### config.mk
export PLATFORM = sky130hd
export DESIGN_NAME = bp_cce_hybrid_sync_ctrl
export DESIGN_NICKNAME = d
export VERILOG_FILES = /design/src/rtl/bp_me_pkg.sv /design/src/rtl/bp_cce_sync_mask_walker.sv /design/src/rtl/bp_cce_hybrid_sync_ctrl.sv
export SDC_FILE = /design/constraint.sdc
export NUM_CORES = 1
export LEC_CHECK = 0
export ABC_AREA = 1
export BUFFER_PORTS_ARGS = -buffer_cell sky130_fd_sc_hd__buf_4
export CORE_ASPECT_RATIO = 0.75
export CORE_MARGIN = 3
export CORE_UTILIZATION = 47
export DETAILED_ROUTE_END_ITERATION = 7
export HOLD_SLACK_MARGIN = 0.02
export PLACE_DENSITY_LB_ADDON = 0.2
export SLEW_MARGIN = 20
export SYNTH_ARGS = -nofsm -noshare
export SYNTH_HDL_FRONTEND = slang
export SYNTH_SLANG_ARGS = --single-unit
### constraint.sdc
create_clock -name clk_i -period 2.5 [get_ports clk_i]
set_clock_uncertainty 0.15 [all_clocks]
set_input_delay 0.5 -clock clk_i [delete_from_list [all_inputs] [get_ports clk_i]]
set_output_delay 0.5 -clock clk_i [all_outputs]
set_load 0.01 [all_outputs]
### src/rtl/bp_me_pkg.sv
// Shared types for the hybrid CCE mode-transition controller: config-bus and
// LCE command header layouts, the controller state enum and the drain predicate.
package bp_me_pkg;

    localparam int num_lce_gp      = 8;
    localparam int cce_id_width_gp = 3;
    localparam int lce_id_width_gp = 4;

    typedef enum logic [0:0] {
        e_cce_mode_uncached = 1'b0,
        e_cce_mode_normal   = 1'b1
    } bp_cce_mode_e;

    typedef enum logic [3:0] {
        e_bedrock_cmd_sync      = 4'b0000,
        e_bedrock_cmd_set_clear = 4'b0001,
        e_bedrock_cmd_inv       = 4'b0010,
        e_bedrock_cmd_st        = 4'b0011
    } bp_bedrock_cmd_type_e;

    // Only the fields this controller consumes are carried on the config bus.
    typedef struct packed {
        logic [cce_id_width_gp-1:0] cce_id;
        bp_cce_mode_e               cce_mode;
    } bp_cfg_bus_s;

    localparam int cfg_bus_width_gp = $bits(bp_cfg_bus_s);

    typedef struct packed {
        logic [cce_id_width_gp-1:0] src_id;
        logic [lce_id_width_gp-1:0] dst_id;
        bp_bedrock_cmd_type_e       msg_type;
    } bp_lce_cmd_header_s;

    localparam int lce_cmd_header_width_gp = $bits(bp_lce_cmd_header_s);

    typedef enum logic [2:0] {
        e_ready,
        e_wait_drain,
        e_send_sync,
        e_wait_ack,
        e_commit
    } bp_cce_hybrid_sync_state_e;

    // Pipes are quiescent only once the stall request is actually in effect.
    function automatic logic drain_complete(input logic stall,
                                            input logic req_empty,
                                            input logic uc_empty,
                                            input logic coh_empty,
                                            input logic credits_full);
        return stall & req_empty & uc_empty & coh_empty & credits_full;
    endfunction

endpackage

### src/rtl/bp_cce_sync_mask_walker.sv
// Walks the captured LCE sync mask from the lowest set bit upward, one LCE per
// advance. Sent bits are cleared, so the next pointer is simply the lowest
// remaining bit.
module bp_cce_sync_mask_walker
    #(parameter  int num_lce_p    = 8,
      localparam int ptr_width_lp = (num_lce_p > 1) ? $clog2(num_lce_p) : 1)
    (input  logic                    clk_i,
     input  logic                    reset_n_i,
     input  logic                    load_i,
     input  logic [num_lce_p-1:0]    mask_i,
     input  logic                    adv_i,
     output logic                    v_o,
     output logic [ptr_width_lp-1:0] dst_o,
     output logic                    last_o);

    logic [num_lce_p-1:0]    mask_q, mask_d, remain, scan;
    logic [ptr_width_lp-1:0] ptr_q, ptr_d, lowest;

    // Bits still owed a sync once the LCE under the pointer has been served.
    for (genvar gi = 0; gi < num_lce_p; gi++) begin : g_remain
        assign remain[gi] = mask_q[gi] & (ptr_q != ptr_width_lp'(gi));
    end

    // Priority-encode the lowest set bit of either the fresh or remaining mask.
    always_comb begin
        scan   = load_i ? mask_i : remain;
        lowest = '0;
        for (int i = num_lce_p - 1; i >= 0; i--) begin
            if (scan[i]) lowest = ptr_width_lp'(i);
        end
    end

    // Load a new mask or step past the LCE just served.
    always_comb begin
        mask_d = mask_q;
        ptr_d  = ptr_q;
        if (load_i) begin
            mask_d = mask_i;
            ptr_d  = lowest;
        end else if (adv_i) begin
            mask_d = remain;
            ptr_d  = lowest;
        end
    end

    // Mask and pointer registers.
    always_ff @(posedge clk_i or negedge reset_n_i) begin
        if (!reset_n_i) begin
            mask_q <= '0;
            ptr_q  <= '0;
        end else begin
            mask_q <= mask_d;
            ptr_q  <= ptr_d;
        end
    end

    assign v_o    = |mask_q;
    assign dst_o  = ptr_q;
    assign last_o = ~|remain;

endmodule

### src/rtl/bp_cce_hybrid_sync_ctrl.sv
// Hybrid CCE mode-transition controller: drains the CCE pipes, syncs a
// selectable set of LCEs with a bounded window of outstanding syncs, then
// commits the new mode. Define BP_CCE_SYNC_TIMEOUT_EN to add a sticky
// watchdog (sync_error_o) on sync progress.
module bp_cce_hybrid_sync_ctrl
    import bp_me_pkg::*;
    #(parameter  int num_lce_p         = num_lce_gp,
      parameter  int lce_data_width_p  = 64,
      parameter  int sync_window_p     = 4,
      parameter  int timeout_cycles_p  = 4096,
      localparam int cfg_bus_width_lp  = cfg_bus_width_gp,
      localparam int lce_cmd_msg_header_width_lp = lce_cmd_header_width_gp,
      localparam int cnt_width_lp      = $clog2(num_lce_p + 1),
      localparam int ptr_width_lp      = (num_lce_p > 1) ? $clog2(num_lce_p) : 1)
    (input  logic                                   clk_i,
     input  logic                                   reset_n_i,
     input  logic [cfg_bus_width_lp-1:0]            cfg_bus_i,
     input  logic [num_lce_p-1:0]                   sync_mask_i,
     output logic [lce_cmd_msg_header_width_lp-1:0] lce_cmd_header_o,
     output logic                                   lce_cmd_header_v_o,
     input  logic                                   lce_cmd_header_ready_and_i,
     output logic                                   lce_cmd_has_data_o,
     output logic [lce_data_width_p-1:0]            lce_cmd_data_o,
     output logic                                   lce_cmd_data_v_o,
     output logic                                   lce_cmd_last_o,
     input  logic                                   lce_cmd_data_ready_and_i,
     input  logic                                   sync_yumi_i,
     output logic                                   cce_mode_o,
     output logic [cce_id_width_gp-1:0]             cce_id_o,
     output logic                                   drain_then_stall_o,
     output logic                                   busy_o,
     input  logic                                   req_empty_i,
     input  logic                                   uc_pipe_empty_i,
     input  logic                                   coh_pipe_empty_i,
     input  logic                                   mem_credits_full_i
`ifdef BP_CCE_SYNC_TIMEOUT_EN
     , output logic                                 sync_error_o
`endif
    );

    if (sync_window_p < 1 || sync_window_p > num_lce_p) begin : g_bad_window
        $error("sync_window_p must lie in 1..num_lce_p");
    end
    if (timeout_cycles_p < 1) begin : g_bad_timeout
        $error("timeout_cycles_p must be positive");
    end

    bp_cfg_bus_s               cfg;
    bp_lce_cmd_header_s        hdr;
    bp_cce_hybrid_sync_state_e state_q, state_d;
    bp_cce_mode_e              mode_q, mode_d, tgt_q, tgt_d;
    logic                      stall_q, stall_d;
    logic [cnt_width_lp-1:0]   sent_q, sent_d, acked_q, acked_d, outstanding;
    logic                      load, clear_cnt, hdr_v, hs;
    logic                      walk_v, walk_last;
    logic [ptr_width_lp-1:0]   walk_dst;
    logic                      unused_data_ready;

    assign cfg               = cfg_bus_i;
    assign unused_data_ready = lce_cmd_data_ready_and_i;
    assign outstanding       = sent_q - acked_q;
    assign hs                = hdr_v & lce_cmd_header_ready_and_i;

    bp_cce_sync_mask_walker #(.num_lce_p(num_lce_p)) walker (
        .clk_i     (clk_i),
        .reset_n_i (reset_n_i),
        .load_i    (load),
        .mask_i    (sync_mask_i),
        .adv_i     (hs),
        .v_o       (walk_v),
        .dst_o     (walk_dst),
        .last_o    (walk_last)
    );

    // Next-state, stall and commit decisions for the transition sequence.
    always_comb begin
        state_d   = state_q;
        tgt_d     = tgt_q;
        stall_d   = stall_q;
        mode_d    = mode_q;
        load      = 1'b0;
        clear_cnt = 1'b0;
        hdr_v     = 1'b0;
        unique case (state_q)
            e_ready: begin
                if (cfg.cce_mode != mode_q) begin
                    state_d = e_wait_drain;
                    stall_d = 1'b1;
                    tgt_d   = cfg.cce_mode;
                end
            end
            e_wait_drain: begin
                if (drain_complete(stall_q, req_empty_i, uc_pipe_empty_i,
                                   coh_pipe_empty_i, mem_credits_full_i)) begin
                    // The request may have moved while draining; latest wins.
                    tgt_d = cfg.cce_mode;
                    if (cfg.cce_mode == e_cce_mode_uncached) begin
                        state_d = e_commit;
                    end else begin
                        load      = 1'b1;
                        clear_cnt = 1'b1;
                        state_d   = (|sync_mask_i) ? e_send_sync : e_commit;
                    end
                end
            end
            e_send_sync: begin
                hdr_v = walk_v & (outstanding < cnt_width_lp'(sync_window_p));
                if (hdr_v & lce_cmd_header_ready_and_i & walk_last) state_d = e_wait_ack;
            end
            e_wait_ack: begin
                if (acked_q == sent_q) state_d = e_commit;
            end
            e_commit: begin
                if (cfg.cce_mode == tgt_q) begin
                    mode_d  = tgt_q;
                    stall_d = 1'b0;
                    state_d = e_ready;
                end else begin
                    // Pipes are still stalled, so the redrain finishes at once.
                    state_d = e_wait_drain;
                end
            end
            default: state_d = e_ready;
        endcase
    end

    // Sent/acked counters; acks are counted in every state.
    always_comb begin
        sent_d  = clear_cnt ? '0 : sent_q + cnt_width_lp'(hs);
        acked_d = clear_cnt ? cnt_width_lp'(sync_yumi_i)
                            : acked_q + cnt_width_lp'(sync_yumi_i);
    end

    // Controller state, committed mode and counter registers.
    always_ff @(posedge clk_i or negedge reset_n_i) begin
        if (!reset_n_i) begin
            state_q <= e_ready;
            mode_q  <= e_cce_mode_uncached;
            tgt_q   <= e_cce_mode_uncached;
            stall_q <= 1'b0;
            sent_q  <= '0;
            acked_q <= '0;
        end else begin
            state_q <= state_d;
            mode_q  <= mode_d;
            tgt_q   <= tgt_d;
            stall_q <= stall_d;
            sent_q  <= sent_d;
            acked_q <= acked_d;
        end
    end

    // Header fields for the sync command to the LCE under the walker pointer.
    always_comb begin
        hdr          = '0;
        hdr.msg_type = e_bedrock_cmd_sync;
        hdr.src_id   = cfg.cce_id;
        hdr.dst_id   = lce_id_width_gp'(walk_dst);
    end

    assign lce_cmd_header_o   = hdr;
    assign lce_cmd_header_v_o = hdr_v;
    assign lce_cmd_has_data_o = 1'b0;
    assign lce_cmd_data_o     = '0;
    assign lce_cmd_data_v_o   = 1'b0;
    assign lce_cmd_last_o     = 1'b0;
    assign cce_mode_o         = mode_q;
    assign cce_id_o           = cfg.cce_id;
    assign drain_then_stall_o = stall_q;
    assign busy_o             = (state_q != e_ready);

    // An ack can only answer a sync sent during the current transition.
    ack_outside_sync_a: assert property (@(posedge clk_i) disable iff (!reset_n_i)
        !(sync_yumi_i && (state_q == e_ready || state_q == e_wait_drain)));

`ifdef BP_CCE_SYNC_TIMEOUT_EN
    localparam int tmo_width_lp = $clog2(timeout_cycles_p + 1);

    logic [tmo_width_lp-1:0] tmo_q, tmo_d;
    logic                    err_q, err_d, waiting;

    assign waiting = (state_q == e_send_sync) || (state_q == e_wait_ack);

    // Count cycles without sync progress; saturate and latch the error.
    always_comb begin
        tmo_d = tmo_q;
        err_d = err_q;
        if (hs | sync_yumi_i | ~waiting) begin
            tmo_d = '0;
        end else if (tmo_q != tmo_width_lp'(timeout_cycles_p)) begin
            tmo_d = tmo_q + tmo_width_lp'(1);
            if (tmo_d == tmo_width_lp'(timeout_cycles_p)) err_d = 1'b1;
        end
    end

    // Watchdog counter and sticky error flag.
    always_ff @(posedge clk_i or negedge reset_n_i) begin
        if (!reset_n_i) begin
            tmo_q <= '0;
            err_q <= 1'b0;
        end else begin
            tmo_q <= tmo_d;
            err_q <= err_d;
        end
    end

    assign sync_error_o = err_q;
`endif

endmodule

# ---- Yosys cells after proc, flatten, opt, wreduce, memory -nomap -nowiden
# Cells that the tools add are included.
dict set report word_totals {
  ff_bits 25
  in_bits 21
  output_inout_bits 85
}
dict set report op_classes {
  add_sub_neg 3
  n_lt_le_gt_ge 1
  eq_ne 19
  n_mux 33
  n_bitwise 16
  n_reduce_logical 14
}
# cell n
set ops {}
lappend ops {{3-bit 2-to-1 mux} 16}
lappend ops {{8-bit 2-to-1 mux} 3}
lappend ops {{8-bit OR reduction} 3}
lappend ops {{1-bit AND} 16}
lappend ops {{3-bit one-hot mux with 5 select lines} 1}
lappend ops {{3-bit != test (second input constant)} 4}
lappend ops {{2-bit != test (second input constant)} 5}
lappend ops {{1-bit 2-to-1 mux} 9}
lappend ops {{4-bit by 1-bit adder with 4-bit output} 2}
lappend ops {{4-bit 2-to-1 mux} 2}
lappend ops {{3-bit by 2-bit equality test with 1-bit output (second input constant)} 2}
lappend ops {{3-bit by 2-bit != test with 1-bit output (second input constant)} 2}
lappend ops {{3-bit AND reduction} 2}
lappend ops {{2-bit nonzero test} 3}
lappend ops {{3-bit nonzero test} 2}
lappend ops {{4-bit equality test} 1}
lappend ops {{4-bit by 3-bit < comparator with 1-bit output (second input constant)} 1}
lappend ops {{1-bit one-hot mux with 2 select lines} 2}
lappend ops {{4-bit AND reduction} 1}
lappend ops {{4-bit subtractor} 1}
lappend ops {{3-bit by 1-bit equality test with 1-bit output (second input constant)} 1}
lappend ops {{3-bit equality test (second input constant)} 1}
lappend ops {{3-bit logical NOT} 1}
lappend ops {{3-bit by 1-bit != test with 1-bit output (second input constant)} 1}
lappend ops {{4 further kinds} 4}

# ---- Logic depth before layout (Yosys ltp)
# Gate-level depths: netlist (run 1).
dict set report logic_depth {
  word_depth 17
  mapped_depth 14
  mapped_depth_nobuf 14
}

# ---- Hierarchy
# Synthesis (run 1) repeated with hierarchy kept, for this count alone.
dict set report hier_totals {
  hier_cells 296
  hier_area_um2 2210.9
}
# mod n_inst cells_each area_per_inst_um2
set by_module_without_submodules {}
lappend by_module_without_submodules {bp_cce_hybrid_sync_ctrl 1 201 1507.7}
lappend by_module_without_submodules {bp_cce_sync_mask_walker 1 95 703.2}

# ---- Least setup slack after synthesis (run 1)
# Ideal clock, no wire load.
dict set report synth_path {
  kind {reg-to-reg}
  start {register sent_q[1]}
  end {register sent_q[2]}
  arrival_ns 1.718
  required_time_ns 2.227
  slack_ns 0.509
  path_stages_with_launch 12
  path_buffers 0
  period_less_slack_ns 1.991
  path_cell_list {dfrtp_1 > ha_1 > a21oi_1 > nand2_1 > nand2_1 > nor2_1 > nand4_1 > inv_1 > ha_1 > ha_1 > xnor2_1 > nor2_1}
}
dict set report synth_between {
  elab_chain_cells 7
}
# element line
set synth_rtl {}
lappend synth_rtl {{start: declaration} bp_cce_hybrid_sync_ctrl.sv:53} ;# logic [cnt_width_lp-1:0] sent_q, sent_d, acked_q, acked_d, outstanding;
lappend synth_rtl {{start signal: assignment} bp_cce_hybrid_sync_ctrl.sv:148} ;# sent_q <= sent_d;
lappend synth_rtl {{4-bit subtractor} bp_cce_hybrid_sync_ctrl.sv:61} ;# assign outstanding = sent_q - acked_q;
lappend synth_rtl {{4-bit by 3-bit < comparator with 1-bit output} bp_cce_hybrid_sync_ctrl.sv:107} ;# hdr_v = walk_v & (outstanding < cnt_width_lp'(sync_window_p));
lappend synth_rtl {{1-bit AND} bp_cce_hybrid_sync_ctrl.sv:107}
lappend synth_rtl {{1-bit 2-to-1 mux} bp_cce_hybrid_sync_ctrl.sv:84} ;# unique case (state_q)
lappend synth_rtl {{1-bit AND} bp_cce_hybrid_sync_ctrl.sv:62} ;# assign hs = hdr_v & lce_cmd_header_ready_and_i;
lappend synth_rtl {{4-bit by 1-bit adder with 4-bit output *} bp_cce_hybrid_sync_ctrl.sv:129} ;# sent_d = clear_cnt ? '0 : sent_q + cnt_width_lp'(hs);
lappend synth_rtl {{4-bit 2-to-1 mux *} bp_cce_hybrid_sync_ctrl.sv:129}
lappend synth_rtl {{named net sent_d[2]} bp_cce_hybrid_sync_ctrl.sv:53}
# The timed path passes the listed nets; every way through them passes the cells marked *.
# A chain may end at the register's enable or synchronous reset.

# ---- Worst setup path after layout (run 1)
dict set report layout_path {
  start {register sent_q[2]}
  end {output port lce_cmd_header_v_o}
}
dict set report layout_between {
  elab_chain_cells 4
}
# element line
set layout_rtl {}
lappend layout_rtl {{4-bit subtractor} bp_cce_hybrid_sync_ctrl.sv:61}
lappend layout_rtl {{4-bit by 3-bit < comparator with 1-bit output} bp_cce_hybrid_sync_ctrl.sv:107}
lappend layout_rtl {{1-bit AND} bp_cce_hybrid_sync_ctrl.sv:107}
lappend layout_rtl {{1-bit 2-to-1 mux} bp_cce_hybrid_sync_ctrl.sv:84}
lappend layout_rtl {{end: declaration} bp_cce_hybrid_sync_ctrl.sv:20} ;# output logic lce_cmd_header_v_o,
# Every way passes these cells.

==> results by group, run 1 <==
Placement
  – Placer Congestion: 0.760
  – Area after DPL: 2140 um2
  – Setup Slack @ Placement: 0.303 ns
  – PortBufs: 23
  – Post-DP HPWL: 3.15 mm

Final layout
  – Fill count: 471
  – Post-route cell area: 2210 um2
  – Register area: 626 um2
  – Antenna cells: 0
  – Multi-input gate area: 1180 um2
  – Share of post-route cells with drive strength above 1: 0.189
  – Syn-to-layout area delta: -1.06%
  – Final nets: 346

Worst setup path
  – Slowest stage delay, CP: 0.42 ns
  – CP Capture Type: primary output
  – CP required: 1.85 ns
  – Critical path's slowest cell: dfrtp_1
  – Reg2reg start: sent_q[2]
  – Critical Path Source: sent_q[2]
  – Worst EP arrival: 1.71 ns
  – Critical-path cell list: ha_1 -> nor2_2 -> nor2_1 -> nor2_2 -> nand2_1 -> nor2_1 -> buf_4
  – CP Launch Type: register
  – Crit Path Category: register to primary output
  – Reg2reg path depth: 10
  – Flop-to-flop setup slack: 0.38 ns
  – R2r endpoint: sent_q[2]
  – Largest fanout on the critical path: 4

Timing
  – Final Hold Viols: 0
  – Final setup fails: 0
  – RSZ-0062 raised after global routing: no
  – Min cycle time layout: 2.36 ns
  – Final TNS setup: 0 ns
  – Final worst-path cycle share: 0.943
  – Post-route setup slack: 0.142 ns
  – Achievable Freq: 424 MHz
  – Max Slew Vio Count: 0
  – Hold WS: 0.290 ns

Floorplanning
  – Initial core utilization: 0.495
  – Die area: 5640 um2
  – Die Span Y: 65.8 um
  – I/O pin count: 106
  – Row count: 21
  – Core area: 4520 um2
  – Chip width: 85.7 um

Route
  – ANT nets after route: 0
  – Vias after detailed routing: 1,531
  – Drt first-iter violations: 52
  – First-pass DRT Iterations: 4
  – Vias per cell: 4.09
  – DRC: 0
  – Routed WL per cell: 10.3 um
  – Routed WL: 3.84 mm

Clocking
  – Num CTS Buffers: 3
  – Skew-Pair Late Insertion Delay: 0.28 ns
  – Clock tree buffer depth: 2
  – CTS sink cnt: 25
  – Worst-path clk slew: 0.09 ns
  – CTS tree: yes
  – H-Tree Depth: 1
  – Root Buffer: clkbuf_8

GRT
  – Initial antenna violation count: 0
  – Largest net degree at the start of global routing: 26
  – Vias in the first global route: 1,307
  – Total grt overflow: 0
  – Total Routing Usage GR: 0.132
  – First-pass GRT wire length: 5.89 mm

Power and ir drop
  – Leakage: 1.29 nW
  – Power Dens Cells: 455 nW/um2
  – Maximum VDD drop: 0.288 mV
  – Total power: 0.00101 W

Worst hold path
  – Hold EP: acked_q[0]
  – Min-Delay Path Depth: 3
  – Worst min path class: primary input to register
  – Hold path startpoint: sync_yumi_i

Logic synthesis
  – Cell Area, Synth: 2240 um2
  – Flops & latches, synth: 25
  – Syn Inst Count: 297
  – Library cells used by synthesis: 28
  – Avg Inst Size Synth: 7.54 um2
  – Sequential share of the synthesized area: 0.279
  – Yosys Warn Count: 0

Flow run
  – Max_cap viols: 0

Status
  – Outcome: finished, final reports clean
power by group:
group	switching, W	leakage (nW)	internal, W
registers	0.0000269	0.328	0.000439
logic	0.000175	0.939	0.000114
clock network	0.000138	0.0228	0.000114
cells by family (layout without fill, tap and decap cells):
logic type / Yosys count / count (layout) / synth area share
flip-flops: 25 / 25 / 0.279
XOR/XNOR: 7 / 7 / 0.0274
AND/OR/NAND/NOR: 119 / 119 / 0.235
other: 1 / 72 / 0.00168
AO/OA/AOI/OAI: 30 / 30 / 0.0989
adder cells (fa/ha/maj): 7 / 7 / 0.0391
buffers and inverters: 108 / 57 / 0.319
synth_stat cells, drive strengths merged:
library cell  instances  share of area
xor2                  2         0.0078
buf                  80           0.27
or2                   1         0.0028
nor2                 30          0.060
nor4                  2         0.0056
a21oi                 4         0.0089
o21ai                24          0.084
dfrtp                25           0.28
a21o                  1         0.0034
nand3b                1         0.0034
nand2                67           0.12
ha                    7          0.039
nor3                  1         0.0022
conb                  1         0.0017
o22ai                 1         0.0028
nand3                13          0.029
xnor2                 5          0.020
clkinv                1         0.0017
inv                  27          0.045
nand4                 4          0.011
stage by stage:
stage / util / instances
after floorplan: - / 368
after global placement: 0.474 / 368
after detailed placement: 0.474 / 368
after CTS: 0.486 / 373
after global routing: 0.490 / 374
final: 0.490 / 374
layer usage:
layer | track usage | vias to the layer above | routed length (um) | part of all wire
li1 | - | 818 | - | -
met1 | 0.185 | 679 | 1860 | 0.48
met2 | 0.206 | 32 | 1800 | 0.47
met3 | 0.0338 | 2 | 179 | 0.047
met4 | 0.0217 | 0 | 4 | 0.0010
met5 | 0 | - | 0 | 0
placed cells by master, fill, tap and decap left out, types with 5 or more instances in the layout:
cell type / count
xnor2_1: 5
o21ai_1: 7
conb_1: 72
buf_4: 24
nand3_1: 13
ha_1: 7
nand2_1: 62
inv_1: 20
inv_2: 7
o21ai_2: 12
dfrtp_1: 25
nor2_1: 24
area by class of cell:
cell class / count / share of cell area
Multi-Input combinational cell: 235 / 0.532
Clock buffer: 4 / 0.0203
Tap cell: 57 / 0.0322
Inverter: 28 / 0.0475
Sequential cell: 25 / 0.282
Timing Repair Buffer: 25 / 0.0859
what timing repair did:
action	in CTS	in global routing
gates resized for setup	0	4
endpoints found under the setup margin	0	1
hold endpoints to repair	25	0
setup buffers	0	1
hold buffers	1	0
sequential cells by signal (all words and copies together) (netlist names):
register	flops
acked_q	4
drain_then_stall_o	1
walker.dst_o	3
cce_mode_o	1
sent_q	4
tgt_q	1
state_q	3
walker.mask_q	8
worst max path at each step:
stage	slack, ns	cells past startpoint	to
4_1_cts	0.07	7	lce_cmd_header_v_o
3_5_place_dp	0.30	11	sent_q[2]
2_1_floorplan	0.51	11	sent_q[2]
3_3_place_gp	0.36	11	sent_q[2]
6_report	0.14	7	lce_cmd_header_v_o
5_1_grt	0.01	7	lce_cmd_header_v_o
worst max-delay path: cells and delay by family, from the launching register on:
kind                     cells  cell delay [ns]
AND/OR/NAND/NOR              5             0.50
flip-flops                   1             0.42
adder cells (fa/ha/maj)      1             0.36
buffers and inverters        1             0.14
(Power assumes the default switching activity.)
==> run 2: changes to the inputs <==
==> constraint.sdc (replaced) <==
create_clock -name clk_i -period 2.5 [get_ports clk_i]
set_clock_uncertainty 0.15 [all_clocks]
set_input_delay 0.5 -clock clk_i [delete_from_list [all_inputs] [get_ports clk_i]]
set_output_delay 0.5 -clock clk_i [all_outputs]
set_load 0.05 [all_outputs]
==> run 2 against run 1 <==
First-iteration DRC count increased by 42%. Via count increased by 1.0%. Sequential share of layout area decreased by 0.35 points. Critical path type unchanged. Critical endpoint unchanged.
==> results by group, run 2 (synthesized netlist as in run 1, its figures left out) <==
Status
  – Outcome: finished, final reports clean

Timing
  – Max Slew Vio Count: 0 (unchanged)
  – Final worst-path cycle share: 0.952 (+0.00894)
  – Min cycle time layout: 2.38 ns (+0.0224 ns)
  – Final Hold Viols: 0 (unchanged)
  – Final setup fails: 0 (unchanged)
  – RSZ-0062 raised after global routing: no
  – Achievable Freq: 420 MHz (-0.94%)
  – Final TNS setup: 0 ns (unchanged)

Floorplanning
  – Chip width: 85.7 um (unchanged)
  – I/O pin count: 106 (unchanged)
  – Row count: 21 (unchanged)
  – Die area: 5640 um2 (unchanged)
  – Core area: 4520 um2 (unchanged)
  – Initial core utilization: 0.495 (unchanged)
  – Die Span Y: 65.8 um (unchanged)

Power and ir drop
  – Maximum VDD drop: 0.314 mV (+9.1%)
  – Total power: 0.00121 W (+20%)
  – Sw frac: 0.442 (+0.105)
  – Switching pwr: 0.000534 W (+57%)
  – Design internal power: 0.000673 W (+0.73%)
  – Combinational power share: 0.406 (+0.119)
  – Leakage: 1.30 nW (+0.65%)
  – Seq pwr share: 0.387 (-0.076)
  – Clock share of power: 0.207 (-0.044)
  – Power Dens Cells: 538 nW/um2 (+18%)

Worst setup path
  – Reg2reg path depth: 12 (+2)
  – Crit Path Category: register to primary output
  – Flop-to-flop setup slack: 0.31 ns (-0.07 ns)
  – CP required: 1.85 ns (about the same)
  – Reg2reg start: acked_q[2]
  – Largest fanout on the critical path: 3 (-1)
  – Slowest stage delay, CP: 0.41 ns (about the same)
  – Critical path's slowest cell: dfrtp_1
  – R2r endpoint: sent_q[2]
  – Critical-path cell list: ha_1 -> a21oi_2 -> nor2_1 -> nor2_2 -> nand2_1 -> nor2_2 -> buf_6
  – Most common cell on crit path: nor2_2
  – Critical Path Source: sent_q[1]
  – CP Launch Type: register
  – CP Capture Type: primary output
  – Worst EP arrival: 1.73 ns (+0.02 ns)

Worst hold path
  – Worst min path class: primary input to register
  – Min-Delay Path Depth: 3 (unchanged)
  – Hold EP: acked_q[0]
  – Hold path startpoint: sync_yumi_i

Route
  – Vias after detailed routing: 1,547 (+1.0%)
  – First-pass DRT Iterations: 4 (unchanged)
  – Drt first-iter violations: 74 (+42%)
  – Routed WL: 3.80 mm (-1.1%)
  – Vias per cell: 4.13 (+0.78%)
  – DRC: 0 (unchanged)
  – ANT nets after route: 0 (unchanged)
  – Routed WL per cell: 10.1 um (-1.4%)

Clocking
  – Skew-Pair Late Insertion Delay: 0.28 ns (about the same)
  – Num CTS Buffers: 3 (unchanged)
  – Root Buffer: clkbuf_8
  – CTS tree: yes
  – Clock tree buffer depth: 2 (unchanged)
  – CTS sink cnt: 25 (unchanged)
  – H-Tree Depth: 1 (unchanged)
  – Worst-path clk slew: 0.09 ns (about the same)

GRT
  – First-pass GRT wire length: 5.68 mm (-3.5%)
  – Total Routing Usage GR: 0.129 (-0.00311)
  – Largest net degree at the start of global routing: 26 (unchanged)
  – Initial antenna violation count: 0 (unchanged)
  – Vias in the first global route: 1,237 (-5.4%)
  – Total grt overflow: 0 (unchanged)

Final layout
  – Fill count: 477 (+1.3%)
  – Syn-to-layout area delta: 0.168%
  – Commonest cells after routing, fill and taps aside: conb_1 (72), nand2_1 (62), dfrtp_1 (25)
  – Antenna cells: 0 (unchanged)
  – Regs by FF count: walker.mask_q: 8 flops, acked_q: 4 flops, sent_q: 4 flops
  – Commonest non-fill, non-tap cell in the layout: conb_1
  – Final nets: 347 (+0.29%)
  – Post-route insts no fill: 375 (+0.27%)
  – Max reg flops: 8 (unchanged)
  – Most flop-heavy register: walker.mask_q
  – Share of post-route cells with drive strength above 1: 0.201 (+0.0120)

Placement
  – Placer Congestion: 0.760 (about the same)
  – Placed cell count: 368 (unchanged)
  – Post-DP HPWL: 3.10 mm (-1.3%)
  – PortBufs: 23 (unchanged)

Flow run
  – Max_cap viols: 0 (unchanged)
-- run 2: cell types whose count changed in the layout (fill, tap and decap cells not counted), sizes merged --
cell / previous run / this run
clkbuf: 4 / 3
clkinv: 1 / 2
buf: 24 / 25
-- run 2: worst max path at each step --
stage / endpoint / slack [ns] / cells past startpoint
after floorplan: lce_cmd_header_v_o / 0.09 / 6
after global placement: lce_cmd_header_v_o / 0.32 / 8
after detailed placement: lce_cmd_header_v_o / 0.31 / 8
after CTS: lce_cmd_header_v_o / 0.01 / 7
after global routing: lce_cmd_header_v_o / 0.001 / 7
final: lce_cmd_header_v_o / 0.12 / 7
-- run 2: power by group through the flow --
stage	registers (W)	clock network [W]	logic [W]
finish	0.000467	0.000250	0.000490
global route	0.000471	0.000280	0.000542
CTS	0.000468	0.000263	0.000449
detailed placement	0.000477	0	0.000445
global placement	0.000476	0	0.000441
floorplan	0.000472	0	0.000499
-- run 2: final cells by class --
class | instances | area, um2 | area share
clock buffers | 3 | 41.3 | 0.0184
inverters | 28 | 105 | 0.0469
clock inverters | 1 | 5.00 | 0.00223
well taps | 57 | 71.3 | 0.0318
repair buffers | 26 | 201 | 0.0898
multi-input cells | 235 | 1190 | 0.532
flip-flops and latches | 25 | 626 | 0.279
-- run 2: through the flow --
step                      hold WS [ns]  utilization  area (um2)  worst slack (ns)
after CTS                        0.276        0.487        2200            0.0137
after detailed placement         0.281        0.474        2140             0.306
after floorplan                 0.0544            -        2500            0.0883
final                            0.282        0.496        2240             0.120
after global routing             0.301        0.496        2240           0.00145
after global placement           0.280        0.474        2140             0.318
-- run 2: what timing repair did --
action / in CTS / in global routing
hold endpoints to repair: 25 / 0
hold buffers: 1 / 0
pin swaps: 0 / 1
endpoints found under the setup margin: 1 / 1
buffers inserted: 0 / 2
cloned: 0 / 0
resized for setup: 1 / 6
-- run 2: routing by layer --
metal,track usage,routed length [um],up-vias
li1,-,-,825
met1,0.183,1810,683
met2,0.197,1770,37
met3,0.0338,194,2
met4,0.0237,18,0
met5,0,0,-
-- run 2: critical path, delay by kind of cell, from the launching register on --
kind / cells / cell delay (ns)
AOI/OAI and AO/OA: 1 / 0.16
and+or+nand+nor: 4 / 0.39
buffers and inverters: 1 / 0.17
adders and majority gates: 1 / 0.33
DFF: 1 / 0.41
==> run 3: changes to the inputs <==
==> constraint.sdc (replaced) <==
create_clock -name clk_i -period 2.7 [get_ports clk_i]
set_clock_uncertainty 0.15 [all_clocks]
set_input_delay 0.54 -clock clk_i [delete_from_list [all_inputs] [get_ports clk_i]]
set_output_delay 0.54 -clock clk_i [all_outputs]
set_load 0.05 [all_outputs]
==> run 3 against run 2 <==
Final area fell by 2.0%. Critical endpoint unchanged. Non-clock buffer count fell by 2. Cell count fell by 0.53%. Highest routed layer unchanged. Routed wire length rose by 1.2%. Sequential share of layout area rose by 0.56 points. Critical path type unchanged. Combinational power fell by 14%. Worst hold slack improved by 0.041 ns. Register-to-register slack improved by 0.22 ns. Count of clock-buffer cells in the layout rose by 1.
==> results by group, run 3 (synthesized netlist as in run 1, its figures left out) <==
Status
  – Outcome: finished, final reports clean

Worst setup path
  – R2r endpoint: sent_q[2]
  – Largest fanout on the critical path: 4 (+1)
  – Reg2reg path depth: 10 (-2)
  – CP Launch Type: register
  – Reg2reg start: sent_q[2]
  – Flop-to-flop setup slack: 0.53 ns (+0.22 ns)
  – CP required: 2.01 ns (+0.16 ns)
  – Worst EP arrival: 1.86 ns (+0.13 ns)
  – CP Capture Type: primary output
  – Crit Path Category: register to primary output

Floorplanning
  – Die Span Y: 65.8 um (unchanged)
  – Chip width: 85.7 um (unchanged)
  – Initial core utilization: 0.495 (unchanged)
  – Die area: 5640 um2 (unchanged)
  – Row count: 21 (unchanged)
  – Core area: 4520 um2 (unchanged)
  – I/O pin count: 106 (unchanged)

Final layout
  – Fill count: 466 (-2.3%)
  – Commonest cells after routing, fill and taps aside: conb_1 (72), nand2_1 (62), nor2_1 (26)
  – Commonest non-fill, non-tap cell in the layout: conb_1
  – Most flop-heavy register: walker.mask_q
  – Post-route cell area: 2200 um2 (-2.0%)
  – Syn-to-layout area delta: -1.79%
  – Regs by FF count: walker.mask_q: 8 flops, acked_q: 4 flops, sent_q: 4 flops
  – Antenna cells: 0 (unchanged)
  – Share of post-route cells with drive strength above 1: 0.177 (-0.0240)
  – Final nets: 345 (-0.58%)
  – Max reg flops: 8 (unchanged)
  – Post-route core utilization: 0.486 (-0.00969)

GRT
  – Largest net degree at the start of global routing: 26 (unchanged)
  – Total Routing Usage GR: 0.137 (+0.00873)
  – Vias in the first global route: 1,331 (+7.6%)
  – First-pass GRT wire length: 6.09 mm (+7.3%)
  – Total grt overflow: 0 (unchanged)
  – Initial antenna violation count: 0 (unchanged)

Power and ir drop
  – Power Dens Cells: 492 nW/um2 (-8.6%)
  – Maximum VDD drop: 0.305 mV (-2.8%)
  – Leakage: 1.28 nW (-1.1%)

Clocking
  – Num CTS Buffers: 3 (unchanged)
  – H-Tree Depth: 1 (unchanged)
  – CTS sink cnt: 25 (unchanged)
  – CTS tree: yes
  – Clock tree buffer depth: 2 (unchanged)
  – Root Buffer: clkbuf_8
  – Post-CTS setup repair buffer count: 0 (unchanged)
  – Worst-path clk slew: 0.09 ns (about the same)
  – Skew-Pair Late Insertion Delay: 0.27 ns (about the same)

Placement
  – Placer Congestion: 0.780 (+2.7%)
  – Area after DPL: 2140 um2 (unchanged)
  – PortBufs: 23 (unchanged)
  – Post-DP HPWL: 3.17 mm (+2.1%)

Timing
  – Achievable Freq: 392 MHz
  – Min cycle time layout: 2.55 ns
  – RSZ-0062 raised after global routing: no
  – Final TNS setup: 0 ns (unchanged)
  – Final Hold Viols: 0 (unchanged)
  – Final setup fails: 0 (unchanged)
  – Max Slew Vio Count: 0 (unchanged)
  – Final worst-path cycle share: 0.944

Route
  – Drt first-iter violations: 64 (-14%)
  – Routed WL: 3.84 mm (+1.2%)
  – DRC: 0 (unchanged)
  – Routed WL per cell: 10.3 um (+1.8%)
  – ANT nets after route: 0 (unchanged)
  – Vias after detailed routing: 1,563 (+1.0%)
  – First-pass DRT Iterations: 4 (unchanged)
  – Vias per cell: 4.19 (+1.6%)

Worst hold path
  – Min-Delay Path Depth: 3 (unchanged)
  – Hold path startpoint: sync_yumi_i
  – Hold EP: acked_q[0]
  – Worst min path class: primary input to register

Flow run
  – Max_cap viols: 0 (unchanged)
==> run 3: cell types whose count changed in the layout (fill, tap and decap cells not counted), sizes merged <==
cell | before | now
clkinv | 2 | 1
clkbuf | 3 | 4
buf | 25 | 23
==> run 3: power breakdown <==
part	switching (W)	internal, W
Combinational	0.000329	0.0000915
Sequential	0.0000257	0.000407
Clock	0.000122	0.000106
Total	0.000477	0.000604
==> run 3: timing repair <==
action,CTS,global route
resized for setup,0,1
hold buffers,1,0
hold endpoints to repair,16,0
setup endpoints to repair,0,1
==> run 3: metal layers <==
layer	GRT usage	routed length, um	vias up
li1	-	-	820
met3	0.0351	180	2
met2	0.220	1830	35
met5	0	0	-
met4	0.0296	18	0
met1	0.187	1810	706
==> run 3: worst max-delay path: stages, from the launching register on <==
cell     delay [ns]
dfrtp_1        0.42
ha_1           0.35
nor2_1         0.14
nor2_1         0.06
nor2_1         0.19
nand2_1        0.08
nor2_1         0.13
buf_4          0.22
==> run 3: cell type report <==
cell class                 instances  area [um2]  area share
timing repair buffer              24         183      0.0831
tap                               57        71.3      0.0324
inverter                          28         105      0.0478
sequential                        25         626       0.285
multi-input combinational        235        1170       0.532
clock buffer                       4        45.0      0.0205
==> run 3: worst max-delay path by stage <==
| stage | slack [ns] | endpoint | cells past startpoint | startpoint |
|---|---|---|---|---|
| after CTS | 0.15 | lce_cmd_header_v_o | 8 | acked_q[2] |
| after floorplan | 0.25 | lce_cmd_header_v_o | 6 | sent_q[1] |
| after global placement | 0.49 | lce_cmd_header_v_o | 8 | acked_q[2] |
| after detailed placement | 0.47 | lce_cmd_header_v_o | 8 | acked_q[2] |
| final | 0.15 | lce_cmd_header_v_o | 7 | sent_q[2] |
| after global routing | 0.01 | lce_cmd_header_v_o | 8 | acked_q[2] |
==> run 3: metrics by stage <==
step	setup slack [ns]	hold slack (ns)	instances	total power [W]
floorplan	0.248	0.0944	368	0.000899
global placement	0.493	0.318	368	0.000846
detailed placement	0.467	0.318	368	0.000852
CTS	0.146	0.315	373	0.00109
global route	0.0101	0.328	373	0.00116
finish	0.150	0.323	373	0.00108
